$ cat src/rtl/alu_seq_responder.sv
// Single-request ALU responder: valid/ready request in, valid/ready response out, shift-add multiply.
// Define ALU_FLAGS_EN to add the registered {carry, overflow, zero} out_flags port.
module alu_seq_responder #(
  parameter int N = 8,
  localparam int CNT_W = $clog2(N + 1)
) (
  input  logic         clk,
  input  logic         rst,
  input  logic         in_valid,
  output logic         in_ready,
  input  logic [N-1:0] in_a,
  input  logic [N-1:0] in_b,
  input  logic [2:0]   in_op,
  output logic         out_valid,
  input  logic         out_ready,
  output logic [N-1:0] out_data,
  output logic         busy
`ifdef ALU_FLAGS_EN
  ,
  output logic [2:0]   out_flags
`endif
);

  typedef enum logic [1:0] {IDLE, EXEC, DONE} state_t;

  localparam logic [2:0] OP_ADD = 3'd0;
  localparam logic [2:0] OP_SUB = 3'd1;
  localparam logic [2:0] OP_AND = 3'd2;
  localparam logic [2:0] OP_OR  = 3'd3;
  localparam logic [2:0] OP_XOR = 3'd4;
  localparam logic [2:0] OP_SHL = 3'd5;
  localparam logic [2:0] OP_MUL = 3'd6;

  localparam logic [CNT_W-1:0] LAST_STEP = CNT_W'(N - 1);
  localparam logic [CNT_W-1:0] SHIFT_LIM = CNT_W'(N);

  state_t           state_q;
  logic             in_ready_q;
  logic             out_valid_q;
  logic             busy_q;
  logic [N-1:0]     out_data_q;
  logic [N-1:0]     a_q;
  logic [N-1:0]     b_q;
  logic [2:0]       op_q;
  logic [CNT_W-1:0] cnt_q;
  logic [2*N-1:0]   acc_q;
  logic [2*N-1:0]   mcand_q;

  logic [N-1:0]     alu_res_d;
  logic [2*N-1:0]   mul_sum_d;
  logic [CNT_W-1:0] shamt;

  assign shamt = b_q[CNT_W-1:0];

  always_comb begin
    alu_res_d = '0;
    case (op_q)
      OP_ADD:  alu_res_d = a_q + b_q;
      OP_SUB:  alu_res_d = a_q - b_q;
      OP_AND:  alu_res_d = a_q & b_q;
      OP_OR:   alu_res_d = a_q | b_q;
      OP_XOR:  alu_res_d = a_q ^ b_q;
      OP_SHL:  alu_res_d = (shamt >= SHIFT_LIM) ? '0 : (a_q << shamt);
      default: alu_res_d = '0;
    endcase
  end

  // During MUL, b_q shifts right so bit 0 is always the current multiplier bit.
  assign mul_sum_d = acc_q + (b_q[0] ? mcand_q : '0);

`ifdef ALU_FLAGS_EN
  logic [2:0] flags_q;
  logic       alu_carry_d;
  logic       alu_ovf_d;
  logic       mul_carry_d;

  // MSB carry-out recovered from operand and sum MSBs: cout = a&b | (a|b)&~s.
  always_comb begin
    alu_carry_d = 1'b0;
    alu_ovf_d   = 1'b0;
    case (op_q)
      OP_ADD: begin
        alu_carry_d = (a_q[N-1] & b_q[N-1]) | ((a_q[N-1] | b_q[N-1]) & ~alu_res_d[N-1]);
        alu_ovf_d   = (a_q[N-1] == b_q[N-1]) && (alu_res_d[N-1] != a_q[N-1]);
      end
      OP_SUB: begin
        alu_carry_d = (a_q[N-1] & ~b_q[N-1]) | ((a_q[N-1] | ~b_q[N-1]) & ~alu_res_d[N-1]);
        alu_ovf_d   = (a_q[N-1] != b_q[N-1]) && (alu_res_d[N-1] != a_q[N-1]);
      end
      default: ;
    endcase
  end

  assign mul_carry_d = |mul_sum_d[2*N-1:N];
  assign out_flags   = flags_q;
`endif

  always_ff @(posedge clk) begin
    if (rst) begin
      state_q     <= IDLE;
      in_ready_q  <= 1'b1;
      out_valid_q <= 1'b0;
      busy_q      <= 1'b0;
      out_data_q  <= '0;
      a_q         <= '0;
      b_q         <= '0;
      op_q        <= OP_ADD;
      cnt_q       <= '0;
      acc_q       <= '0;
      mcand_q     <= '0;
`ifdef ALU_FLAGS_EN
      flags_q     <= '0;
`endif
    end else begin
      case (state_q)
        IDLE: begin
          if (in_valid) begin
            a_q        <= in_a;
            b_q        <= in_b;
            op_q       <= in_op;
            mcand_q    <= {{N{1'b0}}, in_a};
            acc_q      <= '0;
            cnt_q      <= '0;
            state_q    <= EXEC;
            in_ready_q <= 1'b0;
            busy_q     <= 1'b1;
          end
        end
        EXEC: begin
          if (op_q == OP_MUL) begin
            acc_q   <= mul_sum_d;
            mcand_q <= mcand_q << 1;
            b_q     <= b_q >> 1;
            if (cnt_q == LAST_STEP) begin
              out_data_q  <= mul_sum_d[N-1:0];
              state_q     <= DONE;
              out_valid_q <= 1'b1;
              cnt_q       <= '0;
`ifdef ALU_FLAGS_EN
              flags_q     <= {mul_carry_d, 1'b0, (mul_sum_d[N-1:0] == '0)};
`endif
            end else begin
              cnt_q <= cnt_q + CNT_W'(1);
            end
          end else begin
            out_data_q  <= alu_res_d;
            state_q     <= DONE;
            out_valid_q <= 1'b1;
`ifdef ALU_FLAGS_EN
            flags_q     <= {alu_carry_d, alu_ovf_d, (alu_res_d == '0)};
`endif
          end
        end
        DONE: begin
          // Return to IDLE only; a new request is taken on a later edge.
          if (out_ready) begin
            state_q     <= IDLE;
            out_valid_q <= 1'b0;
            busy_q      <= 1'b0;
            in_ready_q  <= 1'b1;
          end
        end
        default: begin
          state_q     <= IDLE;
          in_ready_q  <= 1'b1;
          out_valid_q <= 1'b0;
          busy_q      <= 1'b0;
        end
      endcase
    end
  end

  assign in_ready  = in_ready_q;
  assign out_valid = out_valid_q;
  assign out_data  = out_data_q;
  assign busy      = busy_q;

endmodule
$ cat config.mk
export PLATFORM = sky130hd
export DESIGN_NAME = alu_seq_responder
export DESIGN_NICKNAME = d
export VERILOG_FILES = /design/src/rtl/alu_seq_responder.sv
export SDC_FILE = /design/constraint.sdc
export NUM_CORES = 1
export LEC_CHECK = 0
export ABC_AREA = 1
export CAP_MARGIN = 20
export CORE_UTILIZATION = 30
export CTS_CLUSTER_DIAMETER = 30
export DETAILED_ROUTE_END_ITERATION = 6
export PLACE_DENSITY = 0.5
export SYNTH_ARGS = -nofsm -noshare
export SYNTH_HDL_FRONTEND = slang
export SYNTH_SLANG_ARGS = --single-unit
$ cat constraint.sdc
create_clock -name clk -period 3.12 [get_ports clk]
set_clock_uncertainty 0.1 [all_clocks]
set_input_delay 0.624 -clock clk [delete_from_list [all_inputs] [get_ports clk]]
set_output_delay 0.624 -clock clk [all_outputs]
set_load 0.01 [all_outputs]
# After elaboration in Yosys (flattened, before gate mapping)
# Index checks and enable logic that the tools add are counted.
classes:
  shift: 1
  n_addsub: 4
  n_lt_le_gt_ge: 1
  n_mux: 32
  bitwise: 5
  n_reduce_logical: 9
  eq_ne: 14
ops:
  columns: ["cell", "n"]
  rows:
  - ["16-bit two-way mux", 5]
  - ["16-bit one-hot mux with 2 select lines", 2]
  - ["8-bit one-hot mux with 6 select lines", 1]
  - ["8-bit two-way mux", 5]
  - ["16-bit adder", 1]
  - ["8-bit one-hot mux with 2 select lines", 1]
  - ["4-bit two-way mux", 3]
  - ["3-bit AND reduction", 4]
  - ["3-bit == test, second input constant", 3]
  - ["1-bit one-hot mux with 3 select lines", 3]
  - ["8-bit adder", 1]
  - ["8-bit AND", 1]
  - ["2-bit two-way mux", 4]
  - ["8-bit OR", 1]
  - ["4-bit one-hot mux with 2 select lines", 1]
  - ["8-bit by 4-bit left shift with 8-bit output", 1]
  - ["8-bit subtractor", 1]
  - ["8-bit bitwise XOR", 1]
  - ["3-bit by 2-bit == test with 1-bit output, second input constant", 2]
  - ["1-bit two-way mux", 6]
  - ["2-bit inequality test, second input constant", 3]
  - ["2-bit one-hot mux with 3 select lines", 1]
  - ["4-bit by 1-bit adder with 4-bit output, second input constant", 1]
  - ["4-bit by 3-bit == test with 1-bit output, second input constant", 1]
  - ["11 further kinds", 13]
word_totals:
  ff_bits: 68
  wordCells: 77
  output_inout_bits: 11

# Longest topological paths before layout
logic_depth:
  ltp_word: 4
  mapped_depth: 20
  mapped_depth_nobuf: 18

# Least setup slack after synthesis
# No wires, ideal clock.
synth_path:
  kind: "reg-to-reg"
  startpoint: "reg b_q[0]"
  endpoint: "reg out_data_q[7], in the netlist out_data[7]"
  stages_incl_launch_ff: 20
  setup_slack_ns: 0.580
  setup_ns: 0.109
  t_required_ns: 2.911
  period_less_slack_ns: 2.540
  n_path_buf: 2
  arrival_time_ns: 2.331
  path_cell_list: "dfxtp_1 -> buf_2 -> buf_2 -> inv_1 -> ha_1 -> nand2_1 -> o31ai_1 -> xor2_1 -> inv_1 -> ha_1 -> nand2_1 -> inv_1 -> nand2_1 -> nand2_1 -> a21oi_1 -> nand3_1 -> nand3_1 -> nand3_1 -> nand2_1 -> inv_1"
synth_between:
  elab_chain_len: 4
  word_cells_on_any_way: 10
  cone_classes: "3 x add/sub; 1 x order compare; 1 x shift; 5 x mux"
synth_lines:
  columns: ["item", "line", "source"]
  rows:
  - ["start: declaration", "43", "logic [N-1:0] b_q;"]
  - ["start signal: assignment", "119", "b_q <= in_b;"]
  - ["start signal: assignment", "133", "b_q <= b_q >> 1;"]
  - ["16-bit two-way mux (tied with other cells)", "69", "assign mul_sum_d = acc_q + (b_q[0] ? mcand_q : '0);"]
  - ["16-bit adder / 8-bit two-way mux (equally long branches)", "69, 63", null]
  - ["8-bit two-way mux / 8-bit one-hot mux with 6 select lines (equally long branches)", "134, 57", null]
  - ["8-bit two-way mux (*)", "130", "if (op_q == OP_MUL) begin"]
  - ["end signal: assignment", "135", "out_data_q <= mul_sum_d[N-1:0];"]
  - ["end signal: assignment", "146", "out_data_q <= alu_res_d;"]
  - ["end: declaration", "41", "logic [N-1:0] out_data_q;"]
# Mark *: on every way between the ends. The rest lies on a longest branch, timed or not. The select of a mux whose other input is x is not followed.
# A chain may end at the register's enable or synchronous reset.

# Worst setup path after layout
layout_path:
  startpoint: "reg b_q[2]"
  endpoint: "reg out_data_q[7], in the netlist out_data[7]"
layout_between:
  elab_chain_len: 4
  word_cells_on_any_way: 7
  cone_classes: "2 x add/sub; 1 x order compare; 1 x shift; 3 x mux"
layout_lines:
  columns: ["item", "line", "source"]
  rows:
  - ["parallel branches: the longest is 2 deep, another holds 8-bit subtractor", null, null]
  - ["8-bit one-hot mux with 6 select lines (*)", "57", "case (op_q)"]
  - ["8-bit two-way mux (*)", "130", null]
# Mark *: on every way between the ends.

==> Implementation_results.wiki <==
{| class="wikitable"
! Metric !! Value
|-
| Outcome || completed
|-
| Async set or reset register ratio after synthesis || 0%
|-
| Sequential fraction of the synthesis area || 28.1%
|-
| Final number of setup-violating endpoints || 0
|-
| Most used flip-flop cell after synthesis || sky130_fd_sc_hd__dfxtp_1
|-
| Class of the most critical hold timing path || flip-flop to flip-flop
|-
| Number of antenna violations at the first check in global routing || 0
|-
| Setup repair after global routing missed its margin || no
|-
| Net count of the finished layout || 640
|-
| Number of buffer and inverter stages on the critical path || 3
|-
| Final period utilization || 80.6%
|-
| Die area || 12800 um2
|-
| Port buffer count || 33
|-
| Max-Cap Viols || 0
|-
| Fraction of layout instances using a drive strength above 1 || 7.20%
|-
| Antenna cells || 0
|-
| Detailed-router iteration count before antenna repair || 4
|-
| Arrival @ worst endpoint || 2.62 ns
|-
| Hold Path Origin || out_valid
|-
| Synthesized area per cell || 6.67 um2
|-
| Number of placed instances with taps included || 722
|-
| Final Wtd Congestion || 0.887
|-
| Number of instances in the synthesized netlist || 555
|-
| Commonest non-fill, non-tap cell in the layout || sky130_fd_sc_hd__nand2_1
|-
| CTS H-tree lvls || 2
|-
| Number of global-route vias before repair || 3491
|-
| Least-Margin Pin Slew || 0.645 ns
|-
| Count of unique library cells instantiated by Yosys || 35
|-
| Number of sinks driven by the clock tree || 52
|-
| Pin count of the biggest net entering global routing || 38
|-
| Required time of the critical path || 3.22 ns
|-
| Highest-count cells in the layout ignoring fill and taps || sky130_fd_sc_hd__nand2_1 (139), sky130_fd_sc_hd__inv_1 (58), sky130_fd_sc_hd__dfxtp_1 (52)
|-
| CTS clk-pin slew, worst paths || 0.07 ns
|-
| Critical path's top delay family || simple AND/OR/NAND/NOR gates
|-
| Delay contributed by the slowest stage of the critical path || 0.38 ns
|-
| Synth-to-Final Area Change || 16.9%
|-
| CTS buffer count || 5
|-
| P_leak || 2.01 nW
|-
| CTS-repair resized insts || 0
|-
| Fill count || 1338
|-
| Category of the critical setup timing path || flip-flop to flip-flop
|-
| Power Dens Cells || 478 nW/um2
|-
| Post-synth EDFFs || 0
|-
| Crit start category || flip-flop
|-
| Number of top-level pins || 34
|-
| Pins over their slew limit || 0
|-
| Crit Path Max Fanout || 7
|-
| Minimum clock period || 2.51 ns
|-
| Maximum clock insertion buffer count || 2
|-
| Cell with the largest stage delay on the worst path || sky130_fd_sc_hd__dfxtp_1
|-
| Overall track demand over capacity in global routing || 18.7%
|-
| HPWL after DPL || 8.60 mm
|-
| Die Ht || 113 um
|-
| Hold-fix buffers, CTS || 0
|-
| Number of remaining DRC errors || 0
|-
| TritonCTS clock tree || done
|-
| Latest clock arrival within the worst-skew pair || 0.29 ns
|-
| Peak supply drop || 0.269 mV
|-
| Setup TNS after final layout || 0 ns
|-
| Synthesis Warnings || 0
|-
| Cell with the most instances on the worst path || sky130_fd_sc_hd__nand2_1
|-
| Layout Cells excl Fill || 730
|-
| Chip Width || 113 um
|-
| Count of final hold-check violations || 0
|-
| Reg2Reg Launch Point || b_q[2]
|-
| Initial DRC count || 152
|-
| Number of standard-cell rows in the floorplan || 40
|-
| Origin of the worst setup path || b_q[2]
|-
| Aggregate global routing overflow || 0
|-
| Average wire length per cell after detail routing || 15.4 um
|-
| Post-detailed-route count of antenna-violating nets || 0
|-
| Crit. End Element || flip-flop
|-
| Area of the core region || 12000 um2
|-
| Fmax || 398 MHz
|-
| Number of buffers added for setup after CTS || 0
|-
| Post-Syn Nets || 613
|-
| Wire length of the first global-routing pass || 18.6 mm
|-
| Cell at the root of the clock tree || sky130_fd_sc_hd__clkbuf_16
|-
| DR vias || 3668
|-
| Worst rel slew slack || 56.8%
|-
| DR vias/cell || 5.02
|-
| Ordered list of cells on the worst path || nor2_1, nand2_1, o31ai_1, xor2_1, inv_1, ha_1, nand2_1, inv_1, nand2_1, nand2_1, a21oi_1, nand3_1, nand3_1, nand3_1, nand2_1, inv_1
|-
| Area of the mapped netlist || 3700 um2
|-
| Routed wire length || 11.2 mm
|-
| Seq cells post-synth || 52
|-
| Starting utilization of the core area || 30.8%
|}
synthesized netlist by cell type (all sizes together) (8+ instances only):
cell,n,area share (%)
buf,12,2.1
ha,33,11
nand3,36,5.0
clkbuf,9,0.91
nand4,15,2.5
a31oi,14,2.4
a21oi,46,6.2
nand2,143,15
xor2,8,1.9
o21ai,48,6.5
dfxtp,52,28
inv,67,6.8
nor2,42,4.9
o211ai,9,1.8
worst reg2reg max path, stage by stage, from the launching register on:
cell and delay (ns):
sky130_fd_sc_hd__dfxtp_1 0.38, sky130_fd_sc_hd__nor2_1 0.27, sky130_fd_sc_hd__nand2_1 0.12, sky130_fd_sc_hd__o31ai_1 0.26, sky130_fd_sc_hd__xor2_1 0.18, sky130_fd_sc_hd__inv_1 0.05, sky130_fd_sc_hd__ha_1 0.31, sky130_fd_sc_hd__nand2_1 0.11
sky130_fd_sc_hd__inv_1 0.05, sky130_fd_sc_hd__nand2_1 0.06, sky130_fd_sc_hd__nand2_1 0.04, sky130_fd_sc_hd__a21oi_1 0.16, sky130_fd_sc_hd__nand3_1 0.10, sky130_fd_sc_hd__nand3_1 0.09, sky130_fd_sc_hd__nand3_1 0.07, sky130_fd_sc_hd__nand2_1 0.06
sky130_fd_sc_hd__inv_1 0.03
where the power goes:
| group | internal [mW] | leakage, nW | total, mW | switching (mW) |
|---|---|---|---|---|
| logic | 0.256 | 1.50 | 0.674 | 0.418 |
| clock network | 0.378 | 0.0808 | 0.628 | 0.250 |
| registers | 0.715 | 0.428 | 0.766 | 0.0511 |
| total | 1.35 | 2.01 | 2.07 | 0.719 |
metal layers:
| metal | part of all wire (%) | GRT usage [%] | up-vias |
|---|---|---|---|
| met5 | 0 | 0 | - |
| li1 | - | - | 1887 |
| met1 | 49 | 25.2 | 1688 |
| met4 | 2.7 | 7.54 | 0 |
| met3 | 3.3 | 2.84 | 19 |
| met2 | 45 | 29.7 | 74 |
logic make-up after synthesis:
| kind of cell | count (synthesis) | synth area share [%] |
|---|---|---|
| simple gates | 249 | 29.7 |
| compound gates | 122 | 17.9 |
| buf+inv | 88 | 9.83 |
| flops | 52 | 28.1 |
| fa+ha+maj | 35 | 12.2 |
| xor+xnor | 9 | 2.13 |
layout make-up:
cell class | instances | area [um2] | area share [%]
inverter | 67 | 251 | 5.81
timing repair buffer | 41 | 390 | 9.02
clock buffer | 6 | 129 | 2.98
multi-input combinational | 415 | 2300 | 53.1
sequential | 52 | 1040 | 24.1
tap | 147 | 184 | 4.25
clock inverter | 2 | 35.0 | 0.809
final timing paths:
| kind | end | slack (ns) | cells past startpoint |
|---|---|---|---|
| worst min register to register | out_valid | 0.37 | 2 |
| worst min-delay path | out_valid | 0.37 | 2 |
| worst max register to register | out_data[7] | 0.61 | 16 |
| worst max-delay path | out_data[7] | 0.61 | 16 |
stage by stage:
stage	worst slack [ns]	util, %	power, mW	hold slack, ns	cell area, um2
floorplan	0.580	-	1.24	0.348	3700
global placement	0.633	34.7	1.45	0.353	4160
detailed placement	0.603	34.7	1.45	0.363	4160
CTS	0.594	36.0	2.09	0.375	4330
global route	0.331	36.0	2.22	0.403	4330
finish	0.606	36.0	2.07	0.375	4330
flip-flops by register name, indices dropped and copies added, names as in the netlist:
name and cells:
a_q 8, acc_q 8, b_q 8, mcand_q 8
out_data 8, cnt_q 4, op_q 3, state_q 2
busy 1, in_ready 1, out_valid 1
(Power assumes the default switching activity.)
